**config.mk**
```make
export PLATFORM = sky130hd
export DESIGN_NAME = action_scheduler
export DESIGN_NICKNAME = d
export VERILOG_FILES = /design/src/rtl/action_scheduler.sv
export SDC_FILE = /design/constraint.sdc
export NUM_CORES = 1
export LEC_CHECK = 0
export ABC_CLOCK_PERIOD_IN_PS = 2600
export CAP_MARGIN = 10
export CORE_MARGIN = 10
export CORE_UTILIZATION = 51
export DETAILED_ROUTE_END_ITERATION = 6
export GPL_TIMING_DRIVEN = 0
export HOLD_SLACK_MARGIN = 0.1
export PLACE_DENSITY = 0.73
export SLEW_MARGIN = 20
export SYNTH_ARGS = -nofsm -noshare
export SYNTH_HDL_FRONTEND = slang
export SYNTH_SLANG_ARGS = --single-unit
```
**constraint.sdc**
```tcl
create_clock -name clk -period 2.6 [get_ports clk]
set_input_delay 0.52 -clock clk [delete_from_list [all_inputs] [get_ports clk]]
set_output_delay 0.52 -clock clk [all_outputs]
set_load 0.005 [all_outputs]
```
**src/rtl/action_scheduler.sv**
```systemverilog
// Button-pulse action scheduler: arbitrates debounced button pulses into a 4-entry FIFO
// and offers each action to the game FSM, then holds and cools down before the next one.
module action_scheduler #(
  parameter int unsigned HOLD_JUMP  = 24,
  parameter int unsigned HOLD_SLIDE = 16,
  parameter int unsigned COOLDOWN   = 8
) (
  input  logic       clk,
  input  logic       reset,
  input  logic       btn_left,
  input  logic       btn_right,
  input  logic       btn_jump,
  input  logic       btn_slide,
  input  logic       game_active,
  input  logic       act_ready,
  output logic       act_valid,
  output logic [1:0] act_code,
  output logic       busy,
  output logic [2:0] fifo_count,
  output logic       dropped
);

  typedef enum logic [1:0] {IDLE, ISSUE, HOLD, COOL} state_t;

  localparam logic [1:0] CODE_JUMP  = 2'b10;
  localparam logic [1:0] CODE_SLIDE = 2'b11;
  localparam logic [7:0] JUMP_LD    = 8'(HOLD_JUMP - 1);
  localparam logic [7:0] SLIDE_LD   = 8'(HOLD_SLIDE - 1);
  localparam logic [7:0] COOL_LD    = 8'(COOLDOWN - 1);

  state_t     state;
  logic [7:0] cnt;
  logic [1:0] mem [4];
  logic [1:0] wr_ptr;
  logic [1:0] rd_ptr;

  logic       push_req;
  logic       loser;
  logic [1:0] win_code;
  logic       pop;
  logic       full;
  logic       push_ok;

  always_comb begin
    win_code = '0;
    if (btn_jump)       win_code = CODE_JUMP;
    else if (btn_slide) win_code = CODE_SLIDE;
    else if (btn_left)  win_code = 2'b00;
    else if (btn_right) win_code = 2'b01;
    push_req = btn_jump | btn_slide | btn_left | btn_right;
    loser    = (btn_jump  & (btn_slide | btn_left | btn_right)) |
               (btn_slide & (btn_left | btn_right)) |
               (btn_left  & btn_right);
    full     = (fifo_count == 3'd4);
    pop      = (state == IDLE) && (fifo_count != '0) && game_active;
    // A full FIFO still takes a push when the head leaves in the same cycle.
    push_ok  = push_req && (!full || pop);
  end

  always_ff @(posedge clk) begin
    if (!reset) begin
      state      <= IDLE;
      cnt        <= '0;
      wr_ptr     <= '0;
      rd_ptr     <= '0;
      fifo_count <= '0;
      act_valid  <= 1'b0;
      act_code   <= '0;
      busy       <= 1'b0;
      dropped    <= 1'b0;
    end else if (!game_active) begin
      state      <= IDLE;
      cnt        <= '0;
      wr_ptr     <= '0;
      rd_ptr     <= '0;
      fifo_count <= '0;
      act_valid  <= 1'b0;
      busy       <= 1'b0;
      dropped    <= 1'b0;
    end else begin
      dropped <= loser || (push_req && !push_ok);
      if (push_ok) begin
        mem[wr_ptr] <= win_code;
        wr_ptr      <= wr_ptr + 2'd1;
      end
      if (pop) rd_ptr <= rd_ptr + 2'd1;
      fifo_count <= fifo_count + 3'(push_ok) - 3'(pop);

      unique case (state)
        IDLE: begin
          if (pop) begin
            act_code  <= mem[rd_ptr];
            act_valid <= 1'b1;
            busy      <= 1'b1;
            state     <= ISSUE;
          end
        end
        ISSUE: begin
          if (act_ready) begin
            act_valid <= 1'b0;
            if (act_code == CODE_JUMP) begin
              state <= HOLD;
              cnt   <= JUMP_LD;
            end else if (act_code == CODE_SLIDE) begin
              state <= HOLD;
              cnt   <= SLIDE_LD;
            end else begin
              state <= COOL;
              cnt   <= COOL_LD;
            end
          end
        end
        HOLD: begin
          if (cnt == '0) begin
            state <= COOL;
            cnt   <= COOL_LD;
          end else begin
            cnt <= cnt - 8'd1;
          end
        end
        COOL: begin
          if (cnt == '0) begin
            state <= IDLE;
            busy  <= 1'b0;
          end else begin
            cnt <= cnt - 8'd1;
          end
        end
        default: state <= IDLE;
      endcase
    end
  end

endmodule

```
Word level (Yosys, flattened, before mapping)
Memories as Yosys holds them, arrays and structs flattened. A register that Yosys moved wholly into a read port is not among the register bits. Index checks and enable logic that the tools add are counted.

Output and inout port bits: 8. Memory bits (writable): 8. Bits in registers: 20. Bits of input ports: 8. Memories kept: 1. Word-level logic and storage cells: 83.

Memories: mem (depth 4, bits a word 2, read ports 1, clocked after Yosys merged registers in 1, wr ports 1, line 33) `logic [1:0] mem [4];`.

Bitwise logic cells: 11. Muxes and demuxes: 26. $add $sub $neg: 5. Reductions and logical operators: 21. Equal/unequal tests: 11.

Operators by type and width (count): 2-to-1 mux 8 bit (3); case mux 8 bit (3 select lines) (1); 2-to-1 mux 2 bit (6); AND reduction 3 bit (4); 2-to-1 mux 1 bit (11); != test 2 bit (second input constant) (5); == test 2 bit (second input constant) (4); logical NOT 8 bit (1); bitwise OR 1 bit (8); case mux 2 bit (4 select lines) (1); subtractor 8 x 1 -> 8 bit (second input constant) (1); nonzero test 3 bit (2); 2-to-1 mux 5 bit (1); adder 2 x 1 -> 2 bit (second input constant) (2); logical AND 1 bit (4); 2-to-1 mux 4 bit (1); case mux 1 bit (2 select lines) (2); AND reduction 4 bit (1); nonzero test 2 bit (2); adder 3 x 1 -> 3 bit (1); bitwise AND 1 bit (3); == test 3 bit (second input constant) (1); logical NOT 1 bit (3); subtractor 3 x 1 -> 3 bit (1); other kinds (4) (5).

Longest topological paths before layout
Depth in word-level cells: 9. Mapped depth: 12. Gate-level depth less buffers: 12.

Worst setup path before layout
OpenSTA, ideal clock, no wires.

Path type: reg-to-reg. From: reg state[0]. To: reg fifo_count[2]. Arrival time: 2449 ps. Period minus slack after synthesis: 2573 ps. Cell stages (with the launch flop): 13. Setup slack: 27 ps. Cells stage by stage: dfxtp_1 inv_1 ha_1 a211oi_1 a21oi_1 inv_1 ha_1 inv_1 ha_1 fa_1 xnor2_1 xnor2_1 nor2_1.

Word-level cells in the longest chain between the ends: 7.

RTL lines: start, declared (line 31) `state_t state;`; start signal, assigned (line 62) `state <= IDLE;`; start signal, assigned (line 72) `state <= IDLE;`; start signal, assigned (line 95) `state <= ISSUE;`; logical NOT 2 bit * (line 55) `pop = (state == IDLE) && (fifo_count != '0) && game_active;`; logical AND 1 bit * (2 in a row) (line 55); logical OR 1 bit (line 57) `push_ok = push_req && (!full || pop);`; logical AND 1 bit (line 57); adder 3 x 1 -> 3 bit (line 87) `fifo_count <= fifo_count + 3'(push_ok) - 3'(pop);`; subtractor 3 x 1 -> 3 bit * (line 87); end signal, assigned (line 87); end, declared (line 19) `output logic [2:0] fifo_count,`.

Every way passes the cells marked *; elsewhere a longest branch is shown, timed or not. A chain may end at the register's enable or synchronous reset.

Worst setup path in the final report
Ends and elaborated chain as after synthesis.

==> results.sh <==
export IMPL_status="finished, final reports clean"
export IMPL_crit_type="reg2reg"
export IMPL_start_util_pct=53.6
export IMPL_numCtsBuffers=5
export IMPL_start_kind="flop"
export IMPL_r2r_cells=12
export IMPL_cp_common_cell="inv_1"
export IMPL_clockRootBuffer="clkbuf_4"
export IMPL_critPathMaxStageDelay_ns=0.39
export IMPL_num_rows=20
export IMPL_portBuffers=15
export IMPL_drc=0
export IMPL_nFillCells=268
export IMPL_switching_power_mw=0.272
export IMPL_cts_clk_slew_worst_paths_ns=0.10
export IMPL_critical_path_peak_fanout=6
export IMPL_grt_use_met2_pct=20.7
export IMPL_drt_vias_per_instance=5.73
export IMPL_synth_area_um2=1650
export IMPL_vias=1330
export IMPL_wire_per_inst_um=15.7
export IMPL_synth_yosys_seq_area_share_pct=41.2
export IMPL_die_h_um=76.9
export IMPL_grt_use_met3_pct=3.03
export IMPL_cts_buffer_depth=2
export IMPL_overflow=0
export IMPL_wl_um=3650
export IMPL_hold_depth=2
export IMPL_areaGrowthSynthToFinish_pct=18.7
export IMPL_syn_inst=165
export IMPL_powerDensity_nw_per_um2=487
export IMPL_fin_nets=209
export IMPL_syn_nets=187
export IMPL_hp_start="cnt[7]"
export IMPL_setup_violations=0
export IMPL_async_reset_ff_share_pct=0
export IMPL_grt_max_degree=11
export IMPL_drive_gt1_share_pct=13.8
export IMPL_maxSlewHeadroom_pct=48.0
export IMPL_fmax_ghz=0.413
export IMPL_diodes=0
export IMPL_clkLatencyLatePin_ns=0.34
export IMPL_dieArea_um2=5910
export IMPL_r2r_end="fifo_count[2]"
export IMPL_worstSetupStartpoint="state[0]"
export IMPL_fin_crit_ns=2.42
export IMPL_antenna_left=0
export IMPL_dp_hpwl_um=2710
export IMPL_syn_avg_cell_area_um2=10.0
export IMPL_antenna_found_initial=0
export IMPL_r2r_slack_ns=0.18
export IMPL_p_leak_nw=0.748
export IMPL_hold_viol=0
export IMPL_synth_warnings=0
export IMPL_cts_sinks=30
export IMPL_drt_iter0_drc=54
export IMPL_final_util_pct=63.7
export IMPL_cp_required_ns=2.82
export IMPL_crit_slowest_cell="dfxtp_1"
export IMPL_tritoncts="built"
export IMPL_grt_total_usage_pct=12.4
export IMPL_rsz0062_at_grt="false"
export IMPL_maxCapViolCount=0
export IMPL_pre_cts_slack_ns=-0.704
export IMPL_grt_pass1_wl_um=6090
export IMPL_grt_pass1_vias=1336
export IMPL_first_pass_iters=6
export IMPL_irDropWorstVdd_mv=0.351
export IMPL_place_gp_congestion=0.894
export IMPL_grt_util_met1_pct=14.0
export IMPL_yosys_most_used_dff="dfxtp_1"
export IMPL_switching_share_pct=28.5
export IMPL_maxSlewViolCount=0
export IMPL_skew_ns=0.0157
export IMPL_power_frac_comb_pct=17.3
export IMPL_hp_class="reg2reg"
export IMPL_htree_levels=2
export IMPL_p_total_mw=0.954
export IMPL_clkPwrFrac_pct=28.5
export IMPL_fin_ws_ns=0.181
export IMPL_ys_types=48
export IMPL_crit_arrival_ns=2.64
export IMPL_regToRegStartpoint="state[0]"
export IMPL_io_pins=16
export IMPL_hold_end="cnt[7]"
export IMPL_die_w_um=76.9
export IMPL_period_share_pct=93.0
export IMPL_synth_edf_count=8
export IMPL_crit_path_end_kind="flop"
export IMPL_intPower_mw=0.682
export IMPL_coreArea_um2=3080
export IMPL_grt_most_used_layer="met2"
export IMPL_yosys_register_bits=30
export IMPL_tightest_slew_ns=0.773
export IMPL_crit_chain="inv_1 -> ha_4 -> a211oi_4 -> a21oi_4 -> inv_1 -> ha_1 -> inv_1 -> ha_1 -> fa_1 -> xnor2_1 -> xnor2_1 -> nor2_1"
export IMPL_power_frac_seq_pct=54.2
power groups by stage:
stage               registers [mW]  logic, mW  clock network (mW)
floorplan                    0.520     0.0993                   0
finish                       0.517      0.165               0.272
detailed placement           0.524      0.155                   0
global placement             0.522      0.149                   0
CTS                          0.514      0.161               0.277
global route                 0.520      0.184               0.294
layout by cell type (no fill, tap or decap), drive strengths merged, types with 3 or more instances in the layout:
cell type / instances
ha: 13
inv: 11
a211oi: 3
buf: 3
a21oi: 11
mux2i: 3
clkbuf: 8
a31oi: 4
clkdlybuf4s50: 14
xnor2: 4
nand3: 3
and3: 6
nor4: 3
o21ai: 6
nand2: 10
edfxtp: 8
dfxtp: 22
nor2: 13
critical path: cells and delay by family (launching register included):
kind	cells	cell delay, ns
flip-flops	1	0.39
XOR/XNOR	2	0.34
adder cells (fa/ha/maj)	4	0.90
AO/OA/AOI/OAI	2	0.38
AND/OR/NAND/NOR	1	0.05
buffers and inverters	3	0.26
routing by layer:
layer  part of all wire [%]  vias to the layer above
met5                      0                        -
met4                    2.7                        0
met3                    4.6                       10
met2                     51                       28
met1                     42                      639
li1                       -                      653
cell usage after synthesis, drive strengths merged, types with 2 or more instances:
library cell | number | area (um^2)
nor2 | 13 | 48.8
a311oi | 2 | 17.5
o21ai | 6 | 30.0
nor2b | 2 | 12.5
inv | 11 | 41.3
a221oi | 2 | 17.5
mux4 | 2 | 45.0
clkbuf | 4 | 15.0
dfxtp | 22 | 440
ha | 13 | 163
a32oi | 2 | 17.5
a211oi | 3 | 22.5
edfxtp | 8 | 240
nand3 | 3 | 15.0
nor4b | 2 | 17.5
mux2i | 3 | 30.0
nor3b | 2 | 15.0
a31oi | 4 | 25.0
and3 | 6 | 37.5
or3 | 2 | 15.0
a21oi | 11 | 55.1
o311a | 2 | 21.3
nor4 | 3 | 33.8
nand2 | 10 | 37.5
xnor2 | 4 | 35.0
or2 | 2 | 12.5
nand4 | 2 | 12.5
through the flow:
step / TNS, ns / std cells / hold slack [ns] / area (um^2)
CTS: 0 / 233 / 0.497 / 1930
global placement: -1.22 / 224 / 0.478 / 1860
detailed placement: -1.39 / 224 / 0.482 / 1860
global route: 0 / 232 / 0.522 / 1960
floorplan: 0 / 165 / 0.460 / 1650
finish: 0 / 232 / 0.497 / 1960
state kept, by name, indices dropped and copies added, names as in the netlist:
signal / count
fifo_count: 3
cnt: 8
rd_ptr: 2
act_valid: 1
wr_ptr: 2
state: 2
busy: 1
act_code: 2
dropped: 1
mem: 8
final cells by class:
class	count	area [um^2]	share of cell area, %
Clock inverter	2	10.0	0.511
Tap cell	44	55.1	2.81
Buffer	3	12.5	0.639
Timing Repair Buffer	17	168	8.56
Multi-Input combinational cell	119	951	48.5
Inverter	11	41.3	2.11
Clock buffer	6	41.3	2.11
Sequential cell	30	681	34.7
worst max path at each step:
| stage | cells past startpoint | endpoint | slack [ns] |
|---|---|---|---|
| final | 12 | fifo_count[2] | 0.18 |
| after global routing | 12 | fifo_count[2] | 0.003 |
| after CTS | 10 | fifo_count[2] | 0.06 |
| after detailed placement | 11 | fifo_count[2] | -0.70 |
| after global placement | 11 | fifo_count[2] | -0.63 |
| after floorplan | 12 | fifo_count[2] | 0.03 |
what timing repair did:
action,in CTS,in global routing
gates cloned,0,0
pin swaps,1,1
setup endpoints to repair,2,1
setup buffers,1,1
gates resized for setup,4,4
hold buffers,0,0
logic make-up (layout without fill, tap and decap cells):
group,after synthesis,count (layout),share of synthesized area (%)
muxes,5,5,4.55
buffers and inverters,16,39,3.71
and+or+nand+nor,52,52,17.9
DFF,30,30,41.2
xor gates and xnor gates,5,5,2.65
AOI/OAI and AO/OA,43,43,18.9
adders and majority gates,14,14,11.1
Note: power is estimated with default switching activity, not from simulation.
